`src/rtl/bin_to_bcd_seq_if.sv`:
```
// Start/busy/done bundle between a requester (master) and the bin_to_bcd_seq converter (slave).
// state_dbg exposes the converter FSM state (0 = IDLE, 1 = SHIFT) for checkers.
interface bin_to_bcd_seq_if #(
  parameter int IN_W       = 8,
  parameter int OUT_DIGITS = 2
);
  // Handshake: start is honoured only on an edge where busy is low (IDLE or the
  // done cycle); bin_in is captured on that edge; done pulses one cycle when
  // bcd_out/overflow have been updated, and those hold until the next done.
  logic                    start;
  logic [IN_W-1:0]         bin_in;
  logic                    busy;
  logic                    done;
  logic [4*OUT_DIGITS-1:0] bcd_out;
  logic                    overflow;
  logic                    state_dbg;

  modport master (
    output start, bin_in,
    input  busy, done, bcd_out, overflow, state_dbg
  );

  modport slave (
    input  start, bin_in,
    output busy, done, bcd_out, overflow, state_dbg
  );
endinterface

```
`src/rtl/bin_to_bcd_seq.sv`:
```
// Sequential double-dabble binary-to-BCD converter, one input bit per clock.
// Define BIN2BCD_SAT_EN to saturate bcd_out to all nines when overflow is set.
module bin_to_bcd_seq #(
  parameter int IN_W       = 8,
  parameter int OUT_DIGITS = 2
) (
  input logic             clk,
  input logic             rst,
  bin_to_bcd_seq_if.slave bus
);

  localparam int SCR_D = (IN_W + 2) / 3 + 1;
  localparam int SCR_W = 4 * SCR_D;
  localparam int OUT_W = 4 * OUT_DIGITS;
  localparam int CW    = $clog2(IN_W + 1);

  function automatic logic [63:0] pow10(input int n);
    logic [63:0] r;
    r = 64'd1;
    for (int i = 0; i < n; i++) r = r * 64'd10;
    return r;
  endfunction

  localparam logic [63:0]     MAX_DEC = pow10(OUT_DIGITS) - 64'd1;
  // If every IN_W-bit value fits in the displayed digits, overflow can never occur.
  localparam bit              OVF_ON  = (MAX_DEC < (64'd1 << IN_W));
  localparam logic [IN_W-1:0] MAX_IN  = MAX_DEC[IN_W-1:0];

  typedef enum logic {IDLE = 1'b0, SHIFT = 1'b1} state_t;

  state_t           state_q, state_nxt;
  logic [IN_W-1:0]  shift_q, shift_nxt;
  logic [SCR_W-1:0] scratch_q, scratch_nxt;
  logic [CW-1:0]    count_q, count_nxt;
  logic             pend_q, pend_nxt;
  logic [OUT_W-1:0] bcd_q, bcd_nxt;
  logic             ovf_q, ovf_nxt;
  logic             busy_q, busy_nxt;
  logic             done_q, done_nxt;

  logic [SCR_W-1:0] adj;
  logic [SCR_W-1:0] scr_shf;
  logic [IN_W-1:0]  shf_shf;
  logic [OUT_W-1:0] res;

  always_ff @(posedge clk or posedge rst) begin
    if (rst) begin
      state_q   <= IDLE;
      shift_q   <= '0;
      scratch_q <= '0;
      count_q   <= '0;
      pend_q    <= 1'b0;
      bcd_q     <= '0;
      ovf_q     <= 1'b0;
      busy_q    <= 1'b0;
      done_q    <= 1'b0;
    end else begin
      state_q   <= state_nxt;
      shift_q   <= shift_nxt;
      scratch_q <= scratch_nxt;
      count_q   <= count_nxt;
      pend_q    <= pend_nxt;
      bcd_q     <= bcd_nxt;
      ovf_q     <= ovf_nxt;
      busy_q    <= busy_nxt;
      done_q    <= done_nxt;
    end
  end

  always_comb begin
    state_nxt   = state_q;
    shift_nxt   = shift_q;
    scratch_nxt = scratch_q;
    count_nxt   = count_q;
    pend_nxt    = pend_q;
    bcd_nxt     = bcd_q;
    ovf_nxt     = ovf_q;
    busy_nxt    = busy_q;
    done_nxt    = 1'b0;
    adj         = scratch_q;
    res         = '0;

    for (int d = 0; d < SCR_D; d++) begin
      if (scratch_q[4*d +: 4] >= 4'd5) adj[4*d +: 4] = scratch_q[4*d +: 4] + 4'd3;
    end
    {scr_shf, shf_shf} = {adj, shift_q} << 1;

    // Only the low OUT_DIGITS digits are presented; higher digits are scratch only.
    for (int i = 0; i < OUT_DIGITS; i++) begin
      if (i < SCR_D) res[4*i +: 4] = scr_shf[4*i +: 4];
    end

    case (state_q)
      IDLE: begin
        if (bus.start) begin
          shift_nxt   = bus.bin_in;
          scratch_nxt = '0;
          count_nxt   = CW'(IN_W);
          pend_nxt    = OVF_ON && (bus.bin_in > MAX_IN);
          busy_nxt    = 1'b1;
          state_nxt   = SHIFT;
        end
      end
      SHIFT: begin
        scratch_nxt = scr_shf;
        shift_nxt   = shf_shf;
        count_nxt   = count_q - 1'b1;
        if (count_q == CW'(1)) begin
`ifdef BIN2BCD_SAT_EN
          bcd_nxt   = pend_q ? {OUT_DIGITS{4'h9}} : res;
`else
          bcd_nxt   = res;
`endif
          ovf_nxt   = pend_q;
          done_nxt  = 1'b1;
          busy_nxt  = 1'b0;
          state_nxt = IDLE;
        end
      end
      default: state_nxt = IDLE;
    endcase
  end

  assign bus.busy      = busy_q;
  assign bus.done      = done_q;
  assign bus.bcd_out   = bcd_q;
  assign bus.overflow  = ovf_q;
  assign bus.state_dbg = state_q;

endmodule

```
`src/flat_wrapper.sv`:
```
// flat-port wrapper written by rule: the top's interface ports become plain ports
module bin_to_bcd_seq_flat 
#(
  parameter int IN_W       = 8,
  parameter int OUT_DIGITS = 2
)
  (clk, rst, bus_start, bus_bin_in, bus_busy, bus_done, bus_bcd_out, bus_overflow, bus_state_dbg);
  bin_to_bcd_seq_if #(.IN_W(IN_W), .OUT_DIGITS(OUT_DIGITS)) bus_i ();
  input logic clk;
  input logic rst;
  input wire logic [$bits(bus_i.start)-1:0] bus_start;
  input wire logic [$bits(bus_i.bin_in)-1:0] bus_bin_in;
  output wire logic [$bits(bus_i.busy)-1:0] bus_busy;
  output wire logic [$bits(bus_i.done)-1:0] bus_done;
  output wire logic [$bits(bus_i.bcd_out)-1:0] bus_bcd_out;
  output wire logic [$bits(bus_i.overflow)-1:0] bus_overflow;
  output wire logic [$bits(bus_i.state_dbg)-1:0] bus_state_dbg;
  assign bus_i.start = bus_start;
  assign bus_i.bin_in = bus_bin_in;
  assign bus_busy = bus_i.busy;
  assign bus_done = bus_i.done;
  assign bus_bcd_out = bus_i.bcd_out;
  assign bus_overflow = bus_i.overflow;
  assign bus_state_dbg = bus_i.state_dbg;
  bin_to_bcd_seq #(.IN_W(IN_W), .OUT_DIGITS(OUT_DIGITS)) u_core (.clk(clk), .rst(rst), .bus(bus_i));
endmodule
```
`config.mk`:
```
export PLATFORM = sky130hd
export DESIGN_NAME = bin_to_bcd_seq_flat
export DESIGN_NICKNAME = d
export VERILOG_FILES = /design/src/rtl/bin_to_bcd_seq_if.sv /design/src/rtl/bin_to_bcd_seq.sv /design/src/flat_wrapper.sv
export SDC_FILE = /design/constraint.sdc
export NUM_CORES = 1
export LEC_CHECK = 0
export ABC_CLOCK_PERIOD_IN_PS = 1700
export BUFFER_PORTS_ARGS = -buffer_cell sky130_fd_sc_hd__clkbuf_2
export CAP_MARGIN = 40
export CELL_PAD_IN_SITES_DETAIL_PLACEMENT = 1
export CELL_PAD_IN_SITES_GLOBAL_PLACEMENT = 1
export CORE_MARGIN = 5
export CORE_UTILIZATION = 40
export DETAILED_ROUTE_END_ITERATION = 6
export GPL_ROUTABILITY_DRIVEN = 0
export PLACE_DENSITY_LB_ADDON = 0.1
export SKIP_CTS_REPAIR_TIMING = 1
export SLEW_MARGIN = 20
export SYNTH_ARGS = -nofsm -noshare
export SYNTH_HDL_FRONTEND = slang
export SYNTH_SLANG_ARGS = --single-unit
```
`constraint.sdc`:
```
create_clock -name clk -period 1.7 [get_ports clk]
set_clock_uncertainty 0.1 [all_clocks]
set_input_delay 0.17 -clock clk [delete_from_list [all_inputs] [get_ports clk]]
set_output_delay 0.17 -clock clk [all_outputs]
set_load 0.01 [all_outputs]
```
[Word level (Yosys, flattened, before mapping)]
Cells that the tools add are included.
Word-level totals
  flip-flop bits (word level): 41
  latch bits: 0
  RAM bits: 0
  memory bits (read-only): 0
  input bits: 11
  word-level logic and storage cells: 44
  memories kept: 0
Operators by class
  $add $sub $neg: 5
  multipliers: 0
  divide/modulo/power cells: 0
  $lt $le $gt $ge: 5
  equal/unequal tests: 3
  shift-type cells: 0
  multiplexer cells: 18
  bitwise operators: 1
  reduce and logical (&&, ||, !) cells: 3
Operators with widths (count)
  $pmux W16 S2: 1
  $ge A4 B3 Y1 const B: 4
  $mux W16: 1
  $mux W4: 4
  $pmux W8 S2: 1
  $add A4 B2 Y4 const B: 3
  $gt A8 B7 Y1 const B: 1
  $mux W8: 1
  $pmux W4 S2: 1
  $mux W1: 6
  $reduce_and A2 Y1: 3
  $eq A4 B1 Y1 const B: 1
  $ne A2 B2 Y1 const B: 2
  $pmux W1 S2: 2
  $sub A4 B1 Y4 const B: 1
  $add A3 B2 Y3 const B: 1
  $mux W3: 1
  $not A1 Y1: 1

[Longest topological paths before layout]
Gate-level depths: netlist of the first run.
  depth after elaboration: 3
  depth in mapped cells: 7

[Worst setup path after synthesis of the first run]
Ideal clock, no wire load.
  path type: reg2reg
  from: reg u_core.scratch_q[0]
  to: reg u_core.bcd_q[2], in the netlist u_core.bus.bcd_out[2]
  setup time: 0.083 ns
  data arrival time: 1.380 ns
  data required time: 1.517 ns
  setup slack: 0.138 ns
  stages on the path, launching flop included: 7
  buffers on the path: 0
  clock period less this slack: 1.562 ns
  path through: dfrtp_1 -> inv_1 -> ha_1 -> nand2b_1 -> a21oi_2 -> mux2_2 -> o21ai_0
Between the ends
  cells in the longest elaborated chain, start to end: 2
RTL lines
  start: declaration: RTL line bin_to_bcd_seq.sv:33  | logic [SCR_W-1:0] scratch_q, scratch_nxt;
  start signal: assignment: RTL line bin_to_bcd_seq.sv:60  | scratch_q <= scratch_nxt;
  $add A4 B2 Y4 / $ge A4 B3 Y1 (equally long branches): RTL line bin_to_bcd_seq.sv:84  | if (scratch_q[4*d +: 4] >= 4'd5) adj[4*d +: 4] = scratch_q[4*d +: 4] + 4'd3;
  $mux W4 *: RTL line bin_to_bcd_seq.sv:84
  end signal: assignment: RTL line bin_to_bcd_seq.sv:63  | bcd_q <= bcd_nxt;
  end: declaration: RTL line bin_to_bcd_seq.sv:36  | logic [OUT_W-1:0] bcd_q, bcd_nxt;
Mark *: on every way between the ends. The rest lies on a longest branch, timed or not.
A chain may end at the register's enable or synchronous reset.

[Final worst setup path of the first run]
Same ends and word-level chain as after synthesis.

==> summary.md, run 1 <==
| Metric | Value |
|---|---|
| Crit path max-delay family | flip-flops |
| Synth cell types | 29 |
| Fin cells | 226 |
| Pin count of the biggest net entering global routing | 34 |
| Worst-Margin Slew | 0.432 ns |
| Dominant cells by area after synthesis | dfrtp_1 52%, mux2i_1 7.0%, nand2_1 5.5%, ha_1 4.8%, o21ai_0 4.4% |
| Setup crit end | u_core.bus.bcd_out[2] |
| Initial Utilization | 42.2% |
| Setup ws final | 0.0781 ns |
| Post-synth ARST share | 100% |
| R2R setup slack | 0.08 ns |
| Layout area overhead | 19.2% |
| Die Ht | 72.8 um |
| Final Cycle Share | 95.4% |
| Utilization of the core after routing | 50.3% |
| Worst Path Buf+Inv | 0 |
| Overall power | 3.55 mW |
| GRT Residual Overflow | 0 |
| Minimum clock period | 1.62 ns |
| Worst setup EP type | register |
| Crit-path max cell delay | 0.43 ns |
| Drt first pass iters | 4 |
| CTS sink count | 33 |
| Max Cap Viol | 0 |
| I/O Buffers | 22 |
| Core region area | 3740 sq um |
| Hold Worst Slack | 0.0381 ns |
| Peak Freq | 0.617 GHz |
| Yosys top cell by area | dfrtp_1 |
| Synthesized area | 1580 sq um |
| CP Launch Type | register |
| Mapped Nets | 166 |
| Count leader, synth | dfrtp_1 |
| Post-Synth XOR/XNOR Area | 1.66% |
| Share of cells above drive strength 1 | 27.5% |
| Post-synthesis adder-cell area fraction | 4.75% |
| Number of synthesized flops with an enable pin | 0 |
| RSZ-0062 raised after global routing | no |
| Maximum vdd ir drop | 0.675 mV |
| Syn Inst Count | 149 |
| Vias/cell | 5.10 |
| I/O pins | 23 |
| Placed wire-length estimate | 2480 um |
| CTS Buffer Depth | 2 |
| Synth Area in Compound Gates | 11.7% |
| Crit Path Class | reg2reg |
| Final wirelength | 3450 um |
| Area of the die | 5300 sq um |
| Tot GR Track Use | 14.5% |
| Pre-CTS setup slack | -0.0375 ns |
| Cell Chain, Critical Path | ha_1 -> nand2b_4 -> a21oi_2 -> mux2_4 -> o21ai_0 |
| Slew Viols, Final | 0 |
| Vias | 1153 |
| Final setup violation count | 0 |
| Die X | 72.8 um |
| Syn Area/Cell | 10.6 sq um |
| Setup crit start | u_core.scratch_q[0] |
| Iteration-0 DRC Markers | 46 |
| P_leak | 0.936 nW |
| Slew HR | 71.2% |
| Clock slew seen by the registers of the worst setup and hold paths | 0.07 ns |
| Yosys top cell area share | 52.3% |
| YS warnings | 0 |
| Vias in the first global route | 1275 |
| Non-Filler Cell Area, Final | 1880 sq um |
| CTS root buf | clkbuf_8 |
| H-tree Lvls | 2 |
| Worst hold-check path type | in2reg |
| Fin. Hold Viols | 0 |
| Reg-to-reg critical path endpoint | u_core.bus.bcd_out[2] |
| Post-synth top cells | 33 x dfrtp_1, 23 x nand2_1, 14 x o21ai_0 |
| Mux contribution to synthesized area | 11.0% |
| Power Dens Cells | 1890 nW/um^2 |
| CTS buffer count | 5 |
| Top FF cell, synth | dfrtp_1 |
| Yosys reg bits | 33 |
| Crit path DAT | 1.74 ns |
| R2r startpoint | u_core.scratch_q[0] |
| # diodes | 0 |
| Antenna violations before repair | 0 |
| CP max FO | 4 |
| Placed inst area | 1750 sq um |
| Post-synthesis sequential area ratio | 52.3% |
| Slowest CP cell | dfrtp_1 |
| Worst Path Required | 1.81 ns |
| First-pass GRT wire length | 5870 um |
| Status | finished, final reports clean |
| R2R cell count | 5 |
| Drt wl/cell | 15.3 um |
| Largest family of logic cells by synthesized area | simple AND/OR/NAND/NOR gates |
| Layout Nets | 195 |
| Num rows | 22 |
| Placed cells | 217 |
| Routed Antenna Nets | 0 |
| # DRC | 0 |
| Simple-gate share of the synthesized area | 13.8% |
| Skew-Pair Late Insertion Delay | 0.29 ns |
| CP Depth | 5 |
| Setup TNS | 0 ns |
| CTS tree | done |
## flip-flops by register name (all words and copies together) (netlist names)
signal,cells
u_core.bus.state_dbg,1
u_core.bus.done,1
u_core.count_q,4
u_core.pend_q,1
u_core.bus.overflow,1
u_core.scratch_q,8
u_core.bus.bcd_out,8
u_core.bus.busy,1
u_core.shift_q,8
## worst min path at each step
stage / from / to / slack [ns] / depth (start not counted)
CTS: rst / u_core.bus.bcd_out[4] / -0.14 / 3
detailed placement: rst / u_core.pend_q / 0.17 / 3
global route: bus_bin_in[0] / u_core.shift_q[0] / 0.04 / 3
floorplan: rst / u_core.bus.bcd_out[0] / 0.20 / 1
finish: bus_bin_in[0] / u_core.shift_q[0] / 0.04 / 3
global placement: rst / u_core.shift_q[5] / 0.16 / 3
## cells in the final DEF, fill, tap and decap left out, types with 3 or more instances in the layout
cell	Yosys	final
dfrtp_1	33	33
nor3b_1	4	4
mux2i_1	11	10
mux2_4	2	3
buf_4	2	6
ha_1	6	4
o21ai_0	14	14
nor2_1	5	5
nand2b_1	7	6
inv_1	8	6
clkbuf_2	0	22
a21oi_1	4	4
clkbuf_8	0	6
nand2_1	23	23
a21o_1	3	3
## logic make-up (layout without fill, tap and decap cells)
group,Yosys count,count (layout)
adder cells (fa/ha/maj),6,6
XOR/XNOR,3,3
AO/OA/AOI/OAI,30,30
flip-flops,33,33
buffers and inverters,16,45
multiplexers,16,16
AND/OR/NAND/NOR,45,45
## report_power, final
group,internal [mW],total (mW),switching (mW)
Clock,0.321,0.603,0.282
Combinational,0.786,1.57,0.785
Sequential,1.13,1.38,0.249
## cell type report
| type | count | area (sq um) |
|---|---|---|
| clock buffer | 7 | 86.3 |
| fill | 434 | 1860 |
| inverter | 9 | 36.3 |
| multi-input combinational | 100 | 708 |
| sequential | 33 | 826 |
| tap | 48 | 60.1 |
| timing repair buffer | 29 | 165 |
## routing by layer
metal	global-route usage [%]	share of wire, %
met1	16.1	41
met2	25.7	52
met5	0	0
met4	5.74	1.9
met3	4.68	4.9
## worst reg2reg max path, cell delays in order, from the launching register on
cell and delay [ns]:
dfrtp_1 0.43, ha_1 0.22, nand2b_4 0.14, a21oi_2 0.20, mux2_4 0.32, o21ai_0 0.13
No activity file was read; power rests on OpenSTA's default activity.
==> inputs of run 2 (changes only) <==
--- a/config.mk
+++ b/config.mk
@@ -14,7 +14,7 @@
 export CORE_UTILIZATION = 40
 export DETAILED_ROUTE_END_ITERATION = 6
 export GPL_ROUTABILITY_DRIVEN = 0
-export PLACE_DENSITY_LB_ADDON = 0.1
+export PLACE_DENSITY = 0.77
 export SKIP_CTS_REPAIR_TIMING = 1
 export SLEW_MARGIN = 20
 export SYNTH_ARGS = -nofsm -noshare
==> run 2 against run 1 <==
Against the previous run:
- utilization increased by 0.60 points
- via count increased by 1.2%
- first-iteration DRC count increased by 15%
- combinational power increased by 5%
- clock-buffer cell count increased by 1
- flip-flop and latch count unchanged
- register-to-register slack about the same
- clock power decreased by 5.5%
- sequential share of layout area decreased by 0.52 points
- critical path type unchanged
- critical endpoint unchanged
==> summary.md, run 2 (same netlist as run 1, synthesis figures left out) <==
| Metric | Value |
|---|---|
| CTS Buffer Depth | 2 (unchanged) |
| Placed wire-length estimate | 2530 um (was 2480 um) |
| R2r startpoint | u_core.scratch_q[0] (unchanged) |
| Layout Nets | 197 (was 195) |
| # diodes | 0 (unchanged) |
| Status | finished, final reports clean (unchanged) |
| Maximum vdd ir drop | 0.764 mV (was 0.675 mV) |
| CP max FO | 4 (unchanged) |
| First-pass GRT wire length | 6080 um (was 5870 um) |
| Setup TNS | 0 ns (unchanged) |
| Tot GR Track Use | 15.3% (was 14.5%) |
| Worst setup EP type | register (unchanged) |
| Share of cells above drive strength 1 | 28.2% (was 27.5%) |
| Slew Viols, Final | 0 (unchanged) |
| Placed inst area | 1760 sq um (was 1750 sq um) |
| Routed Antenna Nets | 0 (unchanged) |
| CTS root buf | clkbuf_8 (unchanged) |
| Vias in the first global route | 1275 (unchanged) |
| Drt first pass iters | 3 (was 4) |
| Crit Path Class | reg2reg (unchanged) |
| Minimum clock period | 1.62 ns (about the same) |
| Area of the die | 5300 sq um (unchanged) |
| Slew HR | 71.6% (was 71.2%) |
| I/O pins | 23 (unchanged) |
| Die X | 72.8 um (unchanged) |
| CP Launch Type | register (unchanged) |
| Worst Path Required | 1.81 ns (about the same) |
| Layout area overhead | 20.6% (was 19.2%) |
| Peak Freq | 0.618 GHz (was 0.617 GHz) |
| Final Cycle Share | 95.2% (was 95.4%) |
| Vias/cell | 5.10 (about the same) |
| Worst hold-check path type | in2reg (unchanged) |
| CTS sink count | 33 (unchanged) |
| Fin. Hold Viols | 0 (unchanged) |
| CTS buffer count | 5 (unchanged) |
| H-tree Lvls | 2 (unchanged) |
| R2R cell count | 5 (unchanged) |
| Min-delay src | bus_bin_in[0] (unchanged) |
| Reg-to-reg critical path endpoint | u_core.bus.bcd_out[2] (unchanged) |
| Drt wl/cell | 15.6 um (was 15.3 um) |
| Hold Path Sink | u_core.shift_q[0] (unchanged) |
| Final wirelength | 3570 um (was 3450 um) |
| Pin count of the biggest net entering global routing | 34 (unchanged) |
| Utilization of the core after routing | 50.9% (was 50.3%) |
| Setup ws final | 0.0811 ns (was 0.0781 ns) |
| Final setup violation count | 0 (unchanged) |
| Max Cap Viol | 0 (unchanged) |
| Crit path DAT | 1.73 ns (was 1.74 ns) |
| CTS tree | done (unchanged) |
| Hold Crit Depth | 3 (unchanged) |
| Skew-Pair Late Insertion Delay | 0.29 ns (about the same) |
| Core region area | 3740 sq um (unchanged) |
| Worst-Margin Slew | 0.427 ns (was 0.432 ns) |
| GRT Residual Overflow | 0 (unchanged) |
| Antenna violations before repair | 0 (unchanged) |
| Die Ht | 72.8 um (unchanged) |
| Most common cell after layout, fill and taps aside | dfrtp_1 (unchanged) |
| Placed cells | 218 (was 217) |
| Commonest cells after routing, fill and taps aside | 33 x dfrtp_1, 23 x nand2_1, 22 x clkbuf_2 (unchanged) |
| Hold Worst Slack | 0.0338 ns (was 0.0381 ns) |
| P_leak | 0.939 nW (was 0.936 nW) |
| Num rows | 22 (unchanged) |
| Initial Utilization | 42.2% (unchanged) |
| Pre-CTS setup slack | -0.0704 ns (was -0.0375 ns) |
| R2R setup slack | 0.08 ns (about the same) |
| I/O Buffers | 22 (unchanged) |
| Non-Filler Cell Area, Final | 1900 sq um (was 1880 sq um) |
| Power Dens Cells | 1890 nW/um^2 (about the same) |
| Overall power | 3.60 mW (was 3.55 mW) |
| Iteration-0 DRC Markers | 53 (was 46) |
| Fillcell total | 437 (was 434) |
| Clock slew seen by the registers of the worst setup and hold paths | 0.06 ns (was 0.07 ns) |
| Vias | 1167 (was 1153) |
| # DRC | 0 (unchanged) |
| Fin cells | 229 (was 226) |
## run 2: metal layers
| metal | track usage [%] | vias up | share of wire [%] |
|---|---|---|---|
| met1 | 17.0 | 574 | 42 |
| met3 | 5.51 | 5 | 4.3 |
| met2 | 26.3 | 22 | 52 |
| met4 | 6.76 | 0 | 1.9 |
| met5 | 0 | - | 0 |
| li1 | - | 566 | - |
## run 2: worst max-delay path by stage
| stage | startpoint | endpoint | slack (ns) | cells after the start |
|---|---|---|---|---|
| 2_1_floorplan | u_core.scratch_q[0] | u_core.bus.bcd_out[2] | 0.14 | 6 |
| 3_3_place_gp | u_core.scratch_q[0] | u_core.bus.bcd_out[2] | 0.09 | 6 |
| 3_5_place_dp | u_core.scratch_q[0] | u_core.bus.bcd_out[2] | -0.07 | 6 |
| 4_1_cts | u_core.scratch_q[0] | u_core.bus.bcd_out[2] | -0.08 | 6 |
| 5_1_grt | u_core.scratch_q[0] | u_core.scratch_q[2] | -0.02 | 5 |
| 6_report | u_core.scratch_q[0] | u_core.bus.bcd_out[2] | 0.08 | 5 |
## run 2: critical path, stage by stage (launching register included)
cell and delay, ns:
dfrtp_1 0.42, ha_1 0.21, nand2b_4 0.15, a21oi_4 0.14
mux2_2 0.36, o21ai_1 0.15
## run 2: power by group
group | leakage (nW) | switching (mW) | internal [mW]
combinational | 0.484 | 0.833 | 0.817
sequential | 0.415 | 0.258 | 1.13
clock | 0.0395 | 0.279 | 0.291
total | 0.939 | 1.37 | 2.23
## run 2: final cells by class
type	count	area (sq um)	share of cell area [%]
clock buffers	8	80.1	4.20
inverters	9	36.3	1.91
multi-input cells	100	722	37.9
flip-flops and latches	33	826	43.4
well taps	48	60.1	3.15
repair buffers	31	180	9.46
